--- src/rtl/rvga_types.sv ---
// Shared types for the rvga memory subsystem.
//   rvga_word         32-bit address/data word
//   rvga_cacheline    256-bit cache line
//   rvga_arb_state_e  DDR arbiter FSM states
//   rvga_arb_client_e DDR arbiter clients, used for round-robin history
package rvga_types;

    localparam int unsigned WORD_W = 32;
    localparam int unsigned LINE_W = 256;

    typedef logic [WORD_W-1:0] rvga_word;
    typedef logic [LINE_W-1:0] rvga_cacheline;

    typedef enum logic [1:0] {
        IDLE        = 2'd0,
        ICACHE_BUSY = 2'd1,
        DCACHE_BUSY = 2'd2
    } rvga_arb_state_e;

    typedef enum logic {
        ICACHE = 1'b0,
        DCACHE = 1'b1
    } rvga_arb_client_e;

endpackage

--- src/rtl/rvga_ddr_arbiter.sv ---
// Merges the icache and dcache DDR miss/writeback ports onto one memory port.
// Whole-line transactions are granted one at a time with round-robin fairness;
// the memory request is registered and the response is routed only to the
// granted cache.
//   clk, rst                 clock, synchronous active-high reset
//   icache_ddr_*             icache fill request in, fill data/resp out
//   dcache_ddr_*             dcache fill/writeback request in, fill data/resp out
//   arb_mem_*                registered request toward memory
//   mem_arb_rdata/resp       memory completion
//   arb_timeout              sticky: a granted transaction waited too long
module rvga_ddr_arbiter
    import rvga_types::*;
#(
    parameter int unsigned timeout_cycles_p = 1023,
    parameter int unsigned cnt_width_p      = 10
) (
    input  logic              clk,
    input  logic              rst,

    input  logic [WORD_W-1:0] icache_ddr_addr,
    input  logic              icache_ddr_read,
    output logic [LINE_W-1:0] ddr_icache_rdata,
    output logic              ddr_icache_resp,

    input  logic [WORD_W-1:0] dcache_ddr_addr,
    input  logic              dcache_ddr_read,
    input  logic              dcache_ddr_write,
    input  logic [LINE_W-1:0] dcache_ddr_wdata,
    output logic [LINE_W-1:0] ddr_dcache_rdata,
    output logic              ddr_dcache_resp,

    output logic [WORD_W-1:0] arb_mem_addr,
    output logic              arb_mem_read,
    output logic              arb_mem_write,
    output logic [LINE_W-1:0] arb_mem_wdata,
    input  logic [LINE_W-1:0] mem_arb_rdata,
    input  logic              mem_arb_resp,

    output logic              arb_timeout
);

    localparam logic [cnt_width_p-1:0] CNT_MAX   = '1;
    localparam logic [cnt_width_p-1:0] CNT_LIMIT = cnt_width_p'(timeout_cycles_p);

    rvga_arb_state_e        state_q,      state_d;
    rvga_arb_client_e       last_grant_q, last_grant_d;
    logic [cnt_width_p-1:0] cnt_q,        cnt_d;
    logic                   timeout_q,    timeout_d;
    rvga_word               addr_q,       addr_d;
    logic                   read_q,       read_d;
    logic                   write_q,      write_d;
    rvga_cacheline          wdata_q,      wdata_d;

    logic icache_req;
    logic dcache_req;

    assign icache_req = icache_ddr_read;
    assign dcache_req = dcache_ddr_read | dcache_ddr_write;

    // State and request register
    always_ff @(posedge clk) begin
        if (rst) begin
            state_q      <= IDLE;
            last_grant_q <= DCACHE;
            cnt_q        <= '0;
            timeout_q    <= 1'b0;
            addr_q       <= '0;
            read_q       <= 1'b0;
            write_q      <= 1'b0;
            wdata_q      <= '0;
        end else begin
            state_q      <= state_d;
            last_grant_q <= last_grant_d;
            cnt_q        <= cnt_d;
            timeout_q    <= timeout_d;
            addr_q       <= addr_d;
            read_q       <= read_d;
            write_q      <= write_d;
            wdata_q      <= wdata_d;
        end
    end

    // Next-state: grant arbitration, request capture, wait counter
    always_comb begin
        state_d      = state_q;
        last_grant_d = last_grant_q;
        cnt_d        = cnt_q;
        timeout_d    = timeout_q;
        addr_d       = addr_q;
        read_d       = read_q;
        write_d      = write_q;
        wdata_d      = wdata_q;

        case (state_q)
            IDLE: begin
                // icache wins unless dcache also wants it and icache went last
                if (icache_req && (!dcache_req || last_grant_q == DCACHE)) begin
                    state_d      = ICACHE_BUSY;
                    last_grant_d = ICACHE;
                    cnt_d        = '0;
                    addr_d       = icache_ddr_addr;
                    read_d       = 1'b1;
                    write_d      = 1'b0;
                    wdata_d      = '0;
                end else if (dcache_req) begin
                    state_d      = DCACHE_BUSY;
                    last_grant_d = DCACHE;
                    cnt_d        = '0;
                    addr_d       = dcache_ddr_addr;
                    // read+write together is illegal; treat it as a writeback
                    read_d       = dcache_ddr_read & ~dcache_ddr_write;
                    write_d      = dcache_ddr_write;
                    wdata_d      = dcache_ddr_wdata;
                end
            end
            ICACHE_BUSY, DCACHE_BUSY: begin
                if (cnt_q != CNT_MAX) begin
                    cnt_d = cnt_q + cnt_width_p'(1);
                end
                if (cnt_d == CNT_LIMIT) begin
                    timeout_d = 1'b1;
                end
                if (mem_arb_resp) begin
                    state_d = IDLE;
                    read_d  = 1'b0;
                    write_d = 1'b0;
                end
            end
            default: begin
                state_d = IDLE;
                read_d  = 1'b0;
                write_d = 1'b0;
            end
        endcase
    end

    // Outputs: registered request, combinational response demux
    always_comb begin
        arb_mem_addr     = addr_q;
        arb_mem_read     = read_q;
        arb_mem_write    = write_q;
        arb_mem_wdata    = wdata_q;
        arb_timeout      = timeout_q;
        ddr_icache_resp  = 1'b0;
        ddr_dcache_resp  = 1'b0;
        ddr_icache_rdata = '0;
        ddr_dcache_rdata = '0;

        // A response seen while IDLE is stray and reaches nobody
        if (!rst && mem_arb_resp) begin
            if (state_q == ICACHE_BUSY) begin
                ddr_icache_resp  = 1'b1;
                ddr_icache_rdata = mem_arb_rdata;
            end else if (state_q == DCACHE_BUSY) begin
                ddr_dcache_resp  = 1'b1;
                ddr_dcache_rdata = mem_arb_rdata;
            end
        end
    end

endmodule

--- config.mk ---
export PLATFORM = sky130hd
export DESIGN_NAME = rvga_ddr_arbiter
export DESIGN_NICKNAME = d
export VERILOG_FILES = /design/src/rtl/rvga_types.sv /design/src/rtl/rvga_ddr_arbiter.sv
export SDC_FILE = /design/constraint.sdc
export NUM_CORES = 1
export LEC_CHECK = 0
export CAP_MARGIN = 20
export CORE_AREA = 2 2 540 542
export CTS_CLUSTER_SIZE = 8
export DETAILED_ROUTE_END_ITERATION = 8
export DIE_AREA = 0 0 542 544
export HOLD_SLACK_MARGIN = 0.12
export SYNTH_ARGS = -nofsm -noshare
export SYNTH_HDL_FRONTEND = slang
export SYNTH_SLANG_ARGS = --single-unit
--- constraint.sdc ---
create_clock -name clk -period 1.8 [get_ports clk]
set_input_delay 0.18 -clock clk [delete_from_list [all_inputs] [get_ports clk]]
set_output_delay 0.18 -clock clk [all_outputs]
set_load 0.02 [all_outputs]
### Yosys cells after proc, flatten, opt, wreduce, memory -nomap -nowiden

Index checks and enable logic that the tools add are counted.

* register bits after elaboration: 304
* bits in latches: 0
* RAM bits: 0
* memory bits (read-only): 0
* input bits: 582
* output and inout port bits: 805
* word-level logic and storage cells: 63
* memories kept: 0

* add/subtract/negate cells: 1
* $mul: 0
* divide/modulo/power cells: 0
* $lt $le $gt $ge: 0
* equality and inequality tests: 6
* shift-type cells: 0
* muxes and demuxes: 32
* bitwise operators: 3
* reduce and logical (&&, ||, !) cells: 13

Operators with widths (count)
* 256-bit two-way mux: 7
* 32-bit two-way mux: 2
* 10-bit two-way mux: 4
* 10-bit one-hot mux with 2 select lines: 1
* 1-bit two-way mux: 12
* 10-bit by 1-bit adder with 10-bit output (second input constant): 1
* 10-bit == test (second input constant): 1
* 10-bit != test (second input constant): 1
* 2-bit AND reduction: 4
* 2-bit two-way mux: 3
* 1-bit one-hot mux with 2 select lines: 2
* 2-bit one-hot mux with 2 select lines: 1
* 2-bit nonzero test: 2
* 3-bit != test (second input constant): 1
* 2-bit by 1-bit == test with 1-bit output (second input constant): 1
* 2-bit == test (second input constant): 1
* 1-bit logical AND: 2
* 1-bit zero test: 2
* 2-bit zero test: 1
* 2-bit != test (second input constant): 1
* 2-bit OR reduction: 1
* 1-bit bitwise AND: 1
* 1-bit logical OR: 1
* 1-bit NOT: 1
* 1-bit OR: 1

### Logic depth before layout (Yosys ltp)

Gate-level depths: netlist of run 1.

* word-level depth: 6
* depth in mapped cells: 8
* mapped depth without buffers: 7

### Worst setup path after synthesis of run 1

Ideal clock, no wire load.

* path type: register to register
* start point: reg cnt_q[1]
* end point: reg timeout_q (netlist: arb_timeout)
* library setup time: 0.088 ns
* data arrival time: 1.859 ns
* data required time: 1.712 ns
* path slack: -0.147 ns
* stages on the path, launching flop included: 8
* path buffers: 1
* period minus slack after synthesis: 1.947 ns
* cells stage by stage: dfxtp_1 -> ha_1 -> buf_2 -> nand3_4 -> nor3_4 -> a22oi_1 -> or4_1 -> o32ai_2

* cells in the longest elaborated chain, start to end: 5
* elaborated cells between the ends (all ways): 6
* those cells by class: add/sub: 1; eq/ne: 2; mux: 2; reduce/logical: 1

Ends and longest elaborated chain
* start: declaration: line rvga_ddr_arbiter.sv:47 `logic [cnt_width_p-1:0] cnt_q, cnt_d;`
* start signal: assignment: line rvga_ddr_arbiter.sv:74 `cnt_q <= cnt_d;`
* 10-bit by 1-bit adder with 10-bit output or 10-bit != test (tied branches): line rvga_ddr_arbiter.sv:118, rvga_ddr_arbiter.sv:117
* 10-bit two-way mux (*): line rvga_ddr_arbiter.sv:117 `if (cnt_q != CNT_MAX) begin`
* 10-bit two-way mux (*): line rvga_ddr_arbiter.sv:94 `case (state_q)`
* 10-bit == test (*): line rvga_ddr_arbiter.sv:120 `if (cnt_d == CNT_LIMIT) begin`
* 2-bit AND reduction (no source line) (*)
* end signal: assignment: line rvga_ddr_arbiter.sv:75 `timeout_q <= timeout_d;`
* end: declaration: line rvga_ddr_arbiter.sv:48 `logic timeout_q, timeout_d;`

Every way passes the cells marked *; elsewhere a longest branch is shown, timed or not. The select of a mux whose other input is x is not followed.
A chain may end at the register's enable or synchronous reset.

### Worst setup path after layout of run 1

* start point: reg state_q[0]
* end point: out ddr_dcache_rdata[245]

* cells in the longest elaborated chain, start to end: 4
* elaborated cells between the ends (all ways): 5
* those cells by class: eq/ne: 2; mux: 3

Ends and longest elaborated chain
* start: declaration: line rvga_ddr_arbiter.sv:45 `rvga_arb_state_e state_q, state_d;`
* start signal: assignment: line rvga_ddr_arbiter.sv:72 `state_q <= state_d;`
* 2-bit == test: line rvga_ddr_arbiter.sv:154 `end else if (state_q == DCACHE_BUSY) begin`
* 256-bit two-way mux: line rvga_ddr_arbiter.sv:154
* 256-bit two-way mux (*): line rvga_ddr_arbiter.sv:151 `if (state_q == ICACHE_BUSY) begin`
* 256-bit two-way mux (*): line rvga_ddr_arbiter.sv:150 `if (!rst && mem_arb_resp) begin`
* end: declaration: line rvga_ddr_arbiter.sv:29 `output logic [LINE_W-1:0] ddr_dcache_rdata,`

Every way passes the cells marked *; elsewhere a longest branch is shown, timed or not.

==> results of run 1 <==
worst max path at each step:
| stage | start | to | slack (ps) |
|---|---|---|---|
| 2_1_floorplan | cnt_q[1]$_SDFFE_PP0P_ | arb_timeout$_SDFFE_PP0P_ | -50 |
| 3_5_place_dp | mem_arb_resp | ddr_dcache_rdata[87] | -870 |
| 6_report | state_q[0]$_SDFFE_PP0P_ | ddr_dcache_rdata[245] | -940 |
| 4_1_cts | state_q[0]$_SDFFE_PP0P_ | ddr_dcache_rdata[66] | -1040 |
| 5_1_grt | state_q[0]$_SDFFE_PP0P_ | ddr_dcache_rdata[249] | -1030 |
| 3_3_place_gp | mem_arb_resp | ddr_dcache_rdata[87] | -850 |
cell usage in the layout, fill, tap and decap left out, types with 3 or more instances in the layout:
cell type / instances
buf_12: 214
a22oi_1: 261
nor2_1: 298
nand3_1: 3
a21oi_1: 9
clkbuf_16: 65
diode_2: 43
buf_16: 27
buf_6: 307
buf_8: 26
buf_2: 12
dfxtp_1: 301
a32oi_1: 3
nor3_1: 4
buf_4: 273
clkbuf_1: 4
o31ai_1: 3
clkdlybuf4s50_1: 830
nand2_1: 12
o21ai_0: 11
dfxtp_2: 3
clkbuf_2: 18
dlygate4sd3_1: 77
and2_4: 376
inv_1: 4
and2_1: 138
nand3b_1: 3
a222oi_1: 32
cell families after synthesis:
group                    count (synthesis)  share of synthesized area, %
adder cells (fa/ha/maj)                  4                         0.358
XOR/XNOR                                 1                        0.0627
flip-flops                             304                          43.5
buffers and inverters                  172                          4.73
AND/OR/NAND/NOR                        853                          33.0
AO/OA/AOI/OAI                          334                          18.3
final cells by class:
class                   count  share of cell area [%]
well taps                3800                    11.6
repair buffers           1805                    50.3
clock inverters             5                   0.134
diodes                     43                   0.262
flip-flops and latches    304                    14.8
inverters                   6                  0.0548
multi-input cells        1192                    20.0
clock buffers              50                    2.84
per-layer routing:
metal  up-vias  routed length [um]  global-route usage (%)
met4        44               11500                    5.85
met1      9700               57300                    10.5
met3       410               15800                    3.78
li1       9104                   -                       -
met2      1276               98000                    22.2
met5         -                 313                       0
metrics by stage:
step	total power [W]	cells	TNS (ps)	setup WS, ps
2_1_floorplan	0.0113	1668	-52.5	-52.5
3_3_place_gp	0.0170	6896	-331960	-852
3_5_place_dp	0.0170	6896	-350990	-871
4_1_cts	0.0258	7099	-489750	-1040
5_1_grt	0.0268	7193	-542910	-1030
6_report	0.0257	7205	-460800	-942
worst register-to-register path: cells and delay by family (launching register included):
| kind | cells | cell delay (ps) |
|---|---|---|
| adder cells (fa/ha/maj) | 1 | 360 |
| AND/OR/NAND/NOR | 1 | 60 |
| buffers and inverters | 5 | 460 |
| flip-flops | 1 | 330 |
| AO/OA/AOI/OAI | 3 | 830 |
power by group:
part	switching, W	internal [W]
clock	0.00340	0.00452
combinational	0.00497	0.00501
sequential	0.000390	0.00741
total	0.00876	0.0170
cell usage after synthesis (all sizes together) (2+ instances only):
cell and count:
a211oi 2, a21oi 9, a222oi 32, a22oi 261, a311oi 2, a32oi 3, a41oi 2, and2 515
and3 2, and3b 3, buf 14, clkbuf 152, dfxtp 304, ha 4, inv 6, nand2 12
nand3 4, nand3b 3, nand4 3, nor2 298, nor3 5, o21ai 12, o31ai 4, or4 2
registers in the layout, summed over array words and instances, names as in the netlist:
signal	flops
state_q	2
arb_mem_read	1
arb_mem_addr	32
arb_mem_write	1
last_grant_q	1
arb_timeout	1
arb_mem_wdata	256
cnt_q	10
repair_timing:
| action | in CTS | in global routing |
|---|---|---|
| gates cloned | 24 | 25 |
| buffers inserted | 48 | 50 |
| pin swaps | 32 | 25 |
| hold buffers | 77 | 0 |
| setup endpoints to repair | 1041 | 1057 |
| resized for setup | 1124 | 1088 |
| endpoints found under the hold margin | 77 | 0 |
==> impl_metrics.py, run 1 <==
metrics = {
    "critical_path": {
        "arrival_ps": 2560,
        "critPathRequiredTime_ps": 1620,
        "critPathMaxFanout": 5,
        "rr_endpoint": "cnt_q[1]$_SDFFE_PP0P_",
        "r2r_cells": 10,
        "path_depth": 12,
        "crit_path_end_kind": "primary output",
        "path_class": "flop to primary output",
        "crit_family": "buffers and inverters",
        "cpPeakStageDelay_ps": 330,
        "cpMostUsedCell": "buf_12",
        "reg2reg_slack_ps": -340,
        "r2r_start": "state_q[0]$_SDFFE_PP0P_",
        "slowest_stage": "dfxtp_2",
        "worst-path-buf-inv": 8,
        "cp_cell_sequence": "inv_2 -> ha_4 -> and3b_2 -> nor2b_4 -> buf_12 -> buf_12 -> buf_12 -> buf_12 -> buf_6 -> buf_16 -> and2_4 -> buf_6",
        "worstSetupStartpointType": "flop",
    },
    "worst_hold_path": {
        "min_from": "rst",
        "holdPathStages": 4,
        "hold_path_end": "state_q[1]$_SDFFE_PP0P_",
        "min-delay-path-class": "primary input to flop",
    },
    "clock_tree": {
        "clkTransAtPathRegs_ps": 50,
        "cts_buffer_depth": 3,
        "tritoncts": "yes",
        "clock_latency_ps": 630,
        "cts_inserted_buffers": 45,
        "cts-root-buf": "clkbuf_16",
        "htreeDepth": 2,
        "clock-sinks": 304,
    },
    "global_routing": {
        "grt_max_degree": 128,
        "grt_pass1_vias": 19100,
        "overflow": 0,
        "antenna_found_initial": 157,
        "grt_usage_pct": 11.4,
        "grt_first_pass_wirelength_um": 216000,
    },
    "placement": {
        "gp_congestion": 0.934,
        "place_area_um2": 35400,
        "dp_hpwl_um": 156000,
        "io_buffers": 1386,
    },
    "floorplan": {
        "die_w_um": 542,
        "die_area_um2": 295000,
        "core_area_um2": 289000,
        "ios": 1387,
        "rows": 198,
        "die_h_um": 544,
        "start_util_pct": 4.83,
    },
    "final_layout": {
        "design_area_um2": 41100,
        "multi_input_area_um2": 8240,
        "syn2layout_area_growth_pct": 194,
        "fill_cells": 32500,
        "drive_above_1_share_pct": 40.1,
        "post-route-util_pct": 14.2,
        "nets": 3940,
        "seqCellArea_um2": 6090,
    },
    "status": {
        "status": "finished, violations left",
        "violations": "negative setup slack",
    },
    "routing": {
        "drt-total-wl_um": 183000,
        "num_vias": 20500,
        "drc": 0,
        "drt_iter0_drc": 1425,
        "drt.antenna.violating_nets": 0,
        "drtPass1Iterations": 6,
        "routedWlPerCell_um": 25.4,
        "viasPerCell": 2.85,
    },
    "synthesis": {
        "synth_top_area_share_pct": 43.5,
        "netlist_area_um2": 14000,
        "ys_seq_elements": 304,
        "synth_edf_count": 0,
        "ys_seq_area_share_pct": 43.5,
        "synthCells": 1668,
        "avgSynthCellArea_um2": 8.38,
        "async_reset_ff_share_pct": 0,
        "synthFlopType": "dfxtp_1",
        "synth.distinct_cells": 44,
        "synth_area_leader_cell": "dfxtp_1",
        "synth_area_leaders": "dfxtp_1 44%, and2_1 23%, a22oi_1 14%",
        "synth.net_count": 2254,
        "yosys_warnings": 0,
    },
    "timing": {
        "max_freq_mhz": 365,
        "finalSetupViolations": 852,
        "setup_ws_ps": -942,
        "period_minus_slack_ps": 2740,
        "worst_slew_pin_slew_ps": 870,
        "hold_viol": 0,
        "whs_ps": 122,
        "rsz0062_at_grt": "true",
        "finClkSkew_ps": 29.1,
        "fin_crit_sh_pct": 152,
        "maxSlewHeadroom_pct": 42.0,
        "slew_viol_final": 0,
    },
    "power_and_ir_drop": {
        "power_density_nw_per_um2": 626,
        "ir_drop_mv": 0.622,
        "leakagePower_nw": 15.7,
    },
    "run": {
        "maxCapViolations": 0,
    },
}
Power figures use the tool's default switching activity.
==> inputs of run 2 (changes only) <==
GPL_TIMING_DRIVEN = 0   (was not set)
==> impl_metrics.py, run 2 (same netlist as run 1, synthesis figures left out) <==
metrics = {
    "global_routing": {
        "grt_busiest_layer": "met2",
        "grt_pass1_vias": 18700,
        "grt_first_pass_wirelength_um": 238000,
        "globalRouteMet2Util_pct": 24.2,
        "grt_usage_pct": 12.9,
        "antenna_found_initial": 172,
        "overflow": 0,
        "grt_util_met3_pct": 4.93,
        "use_met1_pct": 11.2,
        "grt_max_degree": 13,
    },
    "critical_path": {
        "reg2reg_slack_ps": -600,
        "worstSetupStartpoint": "state_q[1]$_SDFFE_PP0P_",
        "path_class": "flop to primary output",
        "arrival_ps": 2460,
        "crit_path_end_kind": "primary output",
        "rr_endpoint": "arb_mem_addr[8]$_SDFFE_PP0P_",
        "r2r_cells": 6,
        "crit_end": "ddr_icache_rdata[85]",
        "worstSetupStartpointType": "flop",
        "critPathMaxFanout": 6,
        "critPathRequiredTime_ps": 1620,
        "r2r_start": "state_q[1]$_SDFFE_PP0P_",
    },
    "timing": {
        "setup_ws_ps": -840,
        "rsz0062_at_grt": "true",
        "hold_viol": 0,
        "fin_crit_sh_pct": 147,
        "max_freq_mhz": 379,
        "maxSlewHeadroom_pct": 32.9,
        "whs_ps": 190,
        "finalSetupViolations": 857,
        "slew_viol_final": 0,
        "finClkSkew_ps": 32.4,
        "worst_slew_pin_slew_ps": 1000,
        "period_minus_slack_ps": 2640,
    },
    "power_and_ir_drop": {
        "p_seq_share_pct": 31.0,
        "clockPowerShare_pct": 32.1,
        "ir_drop_mv": 0.729,
        "pwr-share-comb_pct": 37.0,
        "leakagePower_nw": 13.7,
        "p_sw_w": 0.00903,
        "p_int_w": 0.0163,
        "switching_share_pct": 35.7,
        "power_density_nw_per_um2": 707,
        "total_power_w": 0.0253,
    },
    "run": {
        "maxCapViolations": 0,
    },
    "routing": {
        "drt_iter0_drc": 1707,
        "drtPass1Iterations": 8,
        "viasPerCell": 2.90,
        "drc": 0,
        "routedWlPerCell_um": 29.1,
        "drt-total-wl_um": 205000,
        "num_vias": 20400,
        "drt.antenna.violating_nets": 0,
    },
    "floorplan": {
        "rows": 198,
        "start_util_pct": 4.83,
        "die_h_um": 544,
        "die_w_um": 542,
        "die_area_um2": 295000,
        "core_area_um2": 289000,
        "ios": 1387,
    },
    "clock_tree": {
        "tritoncts": "yes",
        "cts_inserted_buffers": 46,
        "clkTransAtPathRegs_ps": 60,
        "ctsHoldBuffers": 0,
        "clock-sinks": 304,
        "htreeDepth": 2,
        "clock_latency_ps": 630,
        "cts-root-buf": "clkbuf_16",
        "cts_buffer_depth": 3,
    },
    "final_layout": {
        "largest_reg_flops": 256,
        "drive_above_1_share_pct": 27.1,
        "syn2layout_area_growth_pct": 156,
        "post-route-util_pct": 12.4,
        "nets": 3738,
        "final_cell_mix": "872 x clkdlybuf4s50_1, 324 x and2_1, 301 x dfxtp_1, 298 x nor2_1, 261 x a22oi_1",
        "fill_cells": 33400,
        "mostFrequentLayoutCell": "clkdlybuf4s50_1",
    },
    "status": {
        "violations": "negative setup slack",
        "status": "finished, violations left",
    },
    "worst_hold_path": {
        "holdPathStages": 3,
        "min-delay-path-class": "primary input to flop",
    },
    "placement": {
        "dp_hpwl_um": 177000,
        "gp_congestion": 0.966,
        "pre_cts_ws_ps": -2790,
        "io_buffers": 1385,
    },
}
## run 2: cell types whose count changed in the layout (fill, tap and decap cells not counted), moves of 23 or more
cell / delta
buf_6: -110
diode_2: +47
dlygate4sd2_1: +57
clkbuf_1: +72
buf_4: -183
and2_1: +186
dlygate4sd3_1: -77
clkbuf_2: +23
clkdlybuf4s50_1: +42
buf_2: +123
buf_12: -195
and2_4: -185
## run 2: through the flow
step / instance area (um^2) / TNS [ps] / cells
6_report: 35800 / -458610 / 7048
5_1_grt: 35700 / -550730 / 7034
4_1_cts: 34300 / -656860 / 6929
3_5_place_dp: 32900 / -1286180 / 6868
3_3_place_gp: 32600 / -1588790 / 6853
2_1_floorplan: 14000 / -52.5 / 1668
## run 2: per-layer routing
metal  vias to the layer above  wire length (um)
met3                       513             19400
li1                       8757                 -
met2                      1505            108000
met5                         -               468
met1                      9585             60200
met4                        68             17500
## run 2: layout make-up
type / instances / area, um^2 / area share [%]
Buffer: 164 / 1520 / 4.25
Sequential cell: 304 / 6090 / 17.0
Clock buffer: 48 / 1170 / 3.27
Clock inverter: 6 / 91.3 / 0.255
Timing Repair Buffer: 1438 / 14200 / 39.6
Inverter: 6 / 22.5 / 0.0630
Multi-Input combinational cell: 1192 / 7740 / 21.6
Tap cell: 3800 / 4750 / 13.3
Antenna cell: 90 / 225 / 0.630
## run 2: what timing repair did
action / CTS / global route
gates cloned: 5 / 22
hold endpoints to repair: 0 / 0
endpoints found under the setup margin: 1076 / 1064
gates resized for setup: 1891 / 1161
pin swaps: 2 / 23
setup buffers: 3 / 9
## run 2: worst min path at each step
stage | start | endpoint | slack, ps
2_1_floorplan | dcache_ddr_wdata[0] | arb_mem_wdata[0]$_SDFFE_PP0P_ | 340
3_3_place_gp | arb_timeout$_SDFFE_PP0P_ | arb_timeout$_SDFFE_PP0P_ | 470
3_5_place_dp | arb_timeout$_SDFFE_PP0P_ | arb_timeout$_SDFFE_PP0P_ | 470
4_1_cts | dcache_ddr_wdata[107] | arb_mem_wdata[107]$_SDFFE_PP0P_ | 120
5_1_grt | dcache_ddr_wdata[116] | arb_mem_wdata[116]$_SDFFE_PP0P_ | 170
6_report | dcache_ddr_wdata[91] | arb_mem_wdata[91]$_SDFFE_PP0P_ | 190
## run 2: worst max-delay path, cell delays in order, from the launching register on
cell       delay [ps]
dfxtp_2           330
inv_2              80
ha_4              130
and3b_2           200
buf_12            140
buf_12            170
buf_16            180
clkbuf_16         230
and2_4            190
buf_6             120
## run 2: power groups by stage
stage / clock network [W] / logic, W / registers, W
floorplan: 0 / 0.00263 / 0.00865
global placement: 0 / 0.00875 / 0.00792
detailed placement: 0 / 0.00892 / 0.00791
CTS: 0.00840 / 0.00902 / 0.00780
global route: 0.00857 / 0.00980 / 0.00789
finish: 0.00811 / 0.00935 / 0.00783
==> inputs of run 3 (changes only) <==
CAP_MARGIN = 0   (was 20)
CORE_AREA = 2 2 543 545   (was 2 2 540 542)
DIE_AREA = 0 0 545 547   (was 0 0 542 544)
clock period = 2.69 ns   (was 1.8 ns; I/O delays follow)
==> impl_metrics.py, run 3 (same netlist as run 1, synthesis figures left out) <==
metrics = {
    "critical_path": {
        "critPathRequiredTime_ps": 2420,
        "critPathMaxFanout": 6,
        "cp_cell_sequence": "inv_1 -> ha_2 -> and3b_4 -> buf_12 -> clkbuf_16 -> buf_4 -> clkbuf_16 -> buf_4 -> and2_1 -> buf_4",
        "slowest_stage": "dfxtp_2",
        "path_class": "flop to primary output",
        "arrival_ps": 2590,
        "crit_family": "buffers and inverters",
        "cpMostUsedCell": "buf_4",
        "worst-path-buf-inv": 7,
        "cpPeakStageDelay_ps": 350,
        "crit_path_end_kind": "primary output",
        "worstSetupStartpointType": "flop",
    },
    "clock_tree": {
        "cts-root-buf": "clkbuf_16",
        "clock_latency_ps": 640,
        "htreeDepth": 2,
        "cts_inserted_buffers": 45,
        "clock-sinks": 304,
        "tritoncts": "yes",
        "cts_buffer_depth": 3,
        "clkTransAtPathRegs_ps": 80,
    },
    "power_and_ir_drop": {
        "ir_drop_mv": 0.448,
        "p_seq_share_pct": 32.0,
        "p_int_w": 0.0104,
        "switching_share_pct": 36.6,
        "p_sw_w": 0.00600,
        "pwr-share-comb_pct": 36.0,
        "clockPowerShare_pct": 32.0,
        "leakagePower_nw": 13.1,
        "power_density_nw_per_um2": 478,
    },
    "final_layout": {
        "syn2layout_area_growth_pct": 145,
        "nets": 3706,
        "multi_input_area_um2": 7320,
        "design_area_um2": 34300,
        "mostFrequentLayoutCell": "clkdlybuf4s50_1",
        "largest_reg_flops": 256,
        "seqCellArea_um2": 6090,
        "fill_cells": 33800,
        "stdcell_count": 7136,
        "drive_above_1_share_pct": 18.1,
        "final_cell_mix": "872 x clkdlybuf4s50_1, 486 x and2_1, 302 x dfxtp_1, 298 x nor2_1, 261 x a22oi_1",
    },
    "floorplan": {
        "die_h_um": 547,
        "ios": 1387,
        "core_area_um2": 293000,
        "die_w_um": 545,
        "die_area_um2": 298000,
        "rows": 199,
        "start_util_pct": 4.78,
    },
    "placement": {
        "place_area_um2": 32800,
        "io_buffers": 1385,
        "dp_hpwl_um": 195000,
        "dp.cells": 6972,
        "gp_congestion": 0.992,
    },
    "timing": {
        "hold_viol": 0,
        "maxSlewHeadroom_pct": 20.1,
        "finalSetupViolations": 267,
        "rsz0062_at_grt": "true",
        "worst_slew_pin_slew_ps": 1200,
        "finClkSkew_ps": 27.3,
        "slew_viol_final": 0,
        "period_minus_slack_ps": 2860,
        "setup_ws_ps": -168,
        "fin_crit_sh_pct": 106,
        "max_freq_mhz": 350,
    },
    "status": {
        "status": "finished, violations left",
        "violations": "design-rule violations, negative setup slack",
    },
    "global_routing": {
        "grt_pass1_vias": 18500,
        "overflow": 0,
        "grt_max_degree": 13,
        "grt_usage_pct": 14.0,
        "grt_first_pass_wirelength_um": 256000,
        "antenna_found_initial": 225,
    },
    "routing": {
        "drc": 1,
        "drt-total-wl_um": 220000,
        "routedWlPerCell_um": 30.8,
        "num_vias": 20000,
        "drt_iter0_drc": 1648,
        "drtPass1Iterations": 9,
        "viasPerCell": 2.81,
        "drt.antenna.violating_nets": 0,
    },
    "run": {
        "maxCapViolations": 0,
    },
    "worst_hold_path": {
        "min-delay-path-class": "primary input to flop",
    },
}
==> run 3: area by class of cell <==
cell class	instances	area share, %
clock inverter	6	0.186
sequential	304	17.8
buffer	165	3.93
tap	3919	14.3
inverter	6	0.0657
multi-input combinational	1192	21.3
antenna	92	0.671
clock buffer	46	3.30
timing repair buffer	1406	38.5
==> run 3: path summary, 6_finish.rpt <==
kind / start / slack (ps) / end / depth (start not counted)
setup / recovery: state_q[1]$_SDFFE_PP0P_ / -170 / ddr_icache_rdata[99] / 10
hold / removal: dcache_ddr_wdata[64] / 260 / arb_mem_wdata[64]$_SDFFE_PP0P_ / 3
setup reg to reg: state_q[1]$_SDFFE_PP0P_ / 10 / arb_mem_addr[4]$_SDFFE_PP0P_ / 8
hold reg to reg: arb_mem_read$_SDFFE_PP0P_ / 470 / arb_mem_read$_SDFFE_PP0P_ / 2
==> run 3: power by group through the flow <==
| stage | sequential, W | combinational, W | clock, W |
|---|---|---|---|
| 6_report | 0.00525 | 0.00590 | 0.00525 |
| 5_1_grt | 0.00528 | 0.00617 | 0.00558 |
| 4_1_cts | 0.00523 | 0.00591 | 0.00547 |
| 3_5_place_dp | 0.00531 | 0.00585 | 0 |
| 3_3_place_gp | 0.00531 | 0.00585 | 0 |
| 2_1_floorplan | 0.00579 | 0.00176 | 0 |
==> run 3: per-stage QoR <==
| step | TNS (ps) | util [%] | hold slack [ps] | setup WS (ps) | power (W) |
|---|---|---|---|---|---|
| 2_1_floorplan | 0 | - | 432 | 659 | 0.00754 |
| 3_3_place_gp | -1263150 | 11.2 | 459 | -2870 | 0.0112 |
| 3_5_place_dp | -930640 | 11.2 | 458 | -2640 | 0.0112 |
| 4_1_cts | -61840 | 11.7 | 179 | -227 | 0.0166 |
| 5_1_grt | -62520 | 11.7 | 233 | -248 | 0.0170 |
| 6_report | -16030 | 11.7 | 260 | -168 | 0.0164 |
==> run 3: what timing repair did <==
item,4_1_cts,5_1_grt
hold endpoints to repair,0,0
pin swaps,0,0
setup endpoints to repair,748,684
hold buffers,0,0
resized for setup,1697,384
setup buffers,10,6
cloned,3,3
==> run 3: tightest hold or removal path: cells and delay by family <==
| family | cells | cell delay (ps) |
|---|---|---|
| simple gates | 1 | 70 |
| buf+inv | 1 | 450 |
| compound gates | 1 | 70 |
==> run 3: per-layer routing <==
metal / track usage (%) / vias to the layer above / wire (um)
met1: 11.3 / 9262 / 60100
met2: 26.7 / 1493 / 118000
met3: 5.28 / 525 / 21700
li1: - / 8684 / -
met4: 11.2 / 82 / 19600
met5: 0 / - / 539
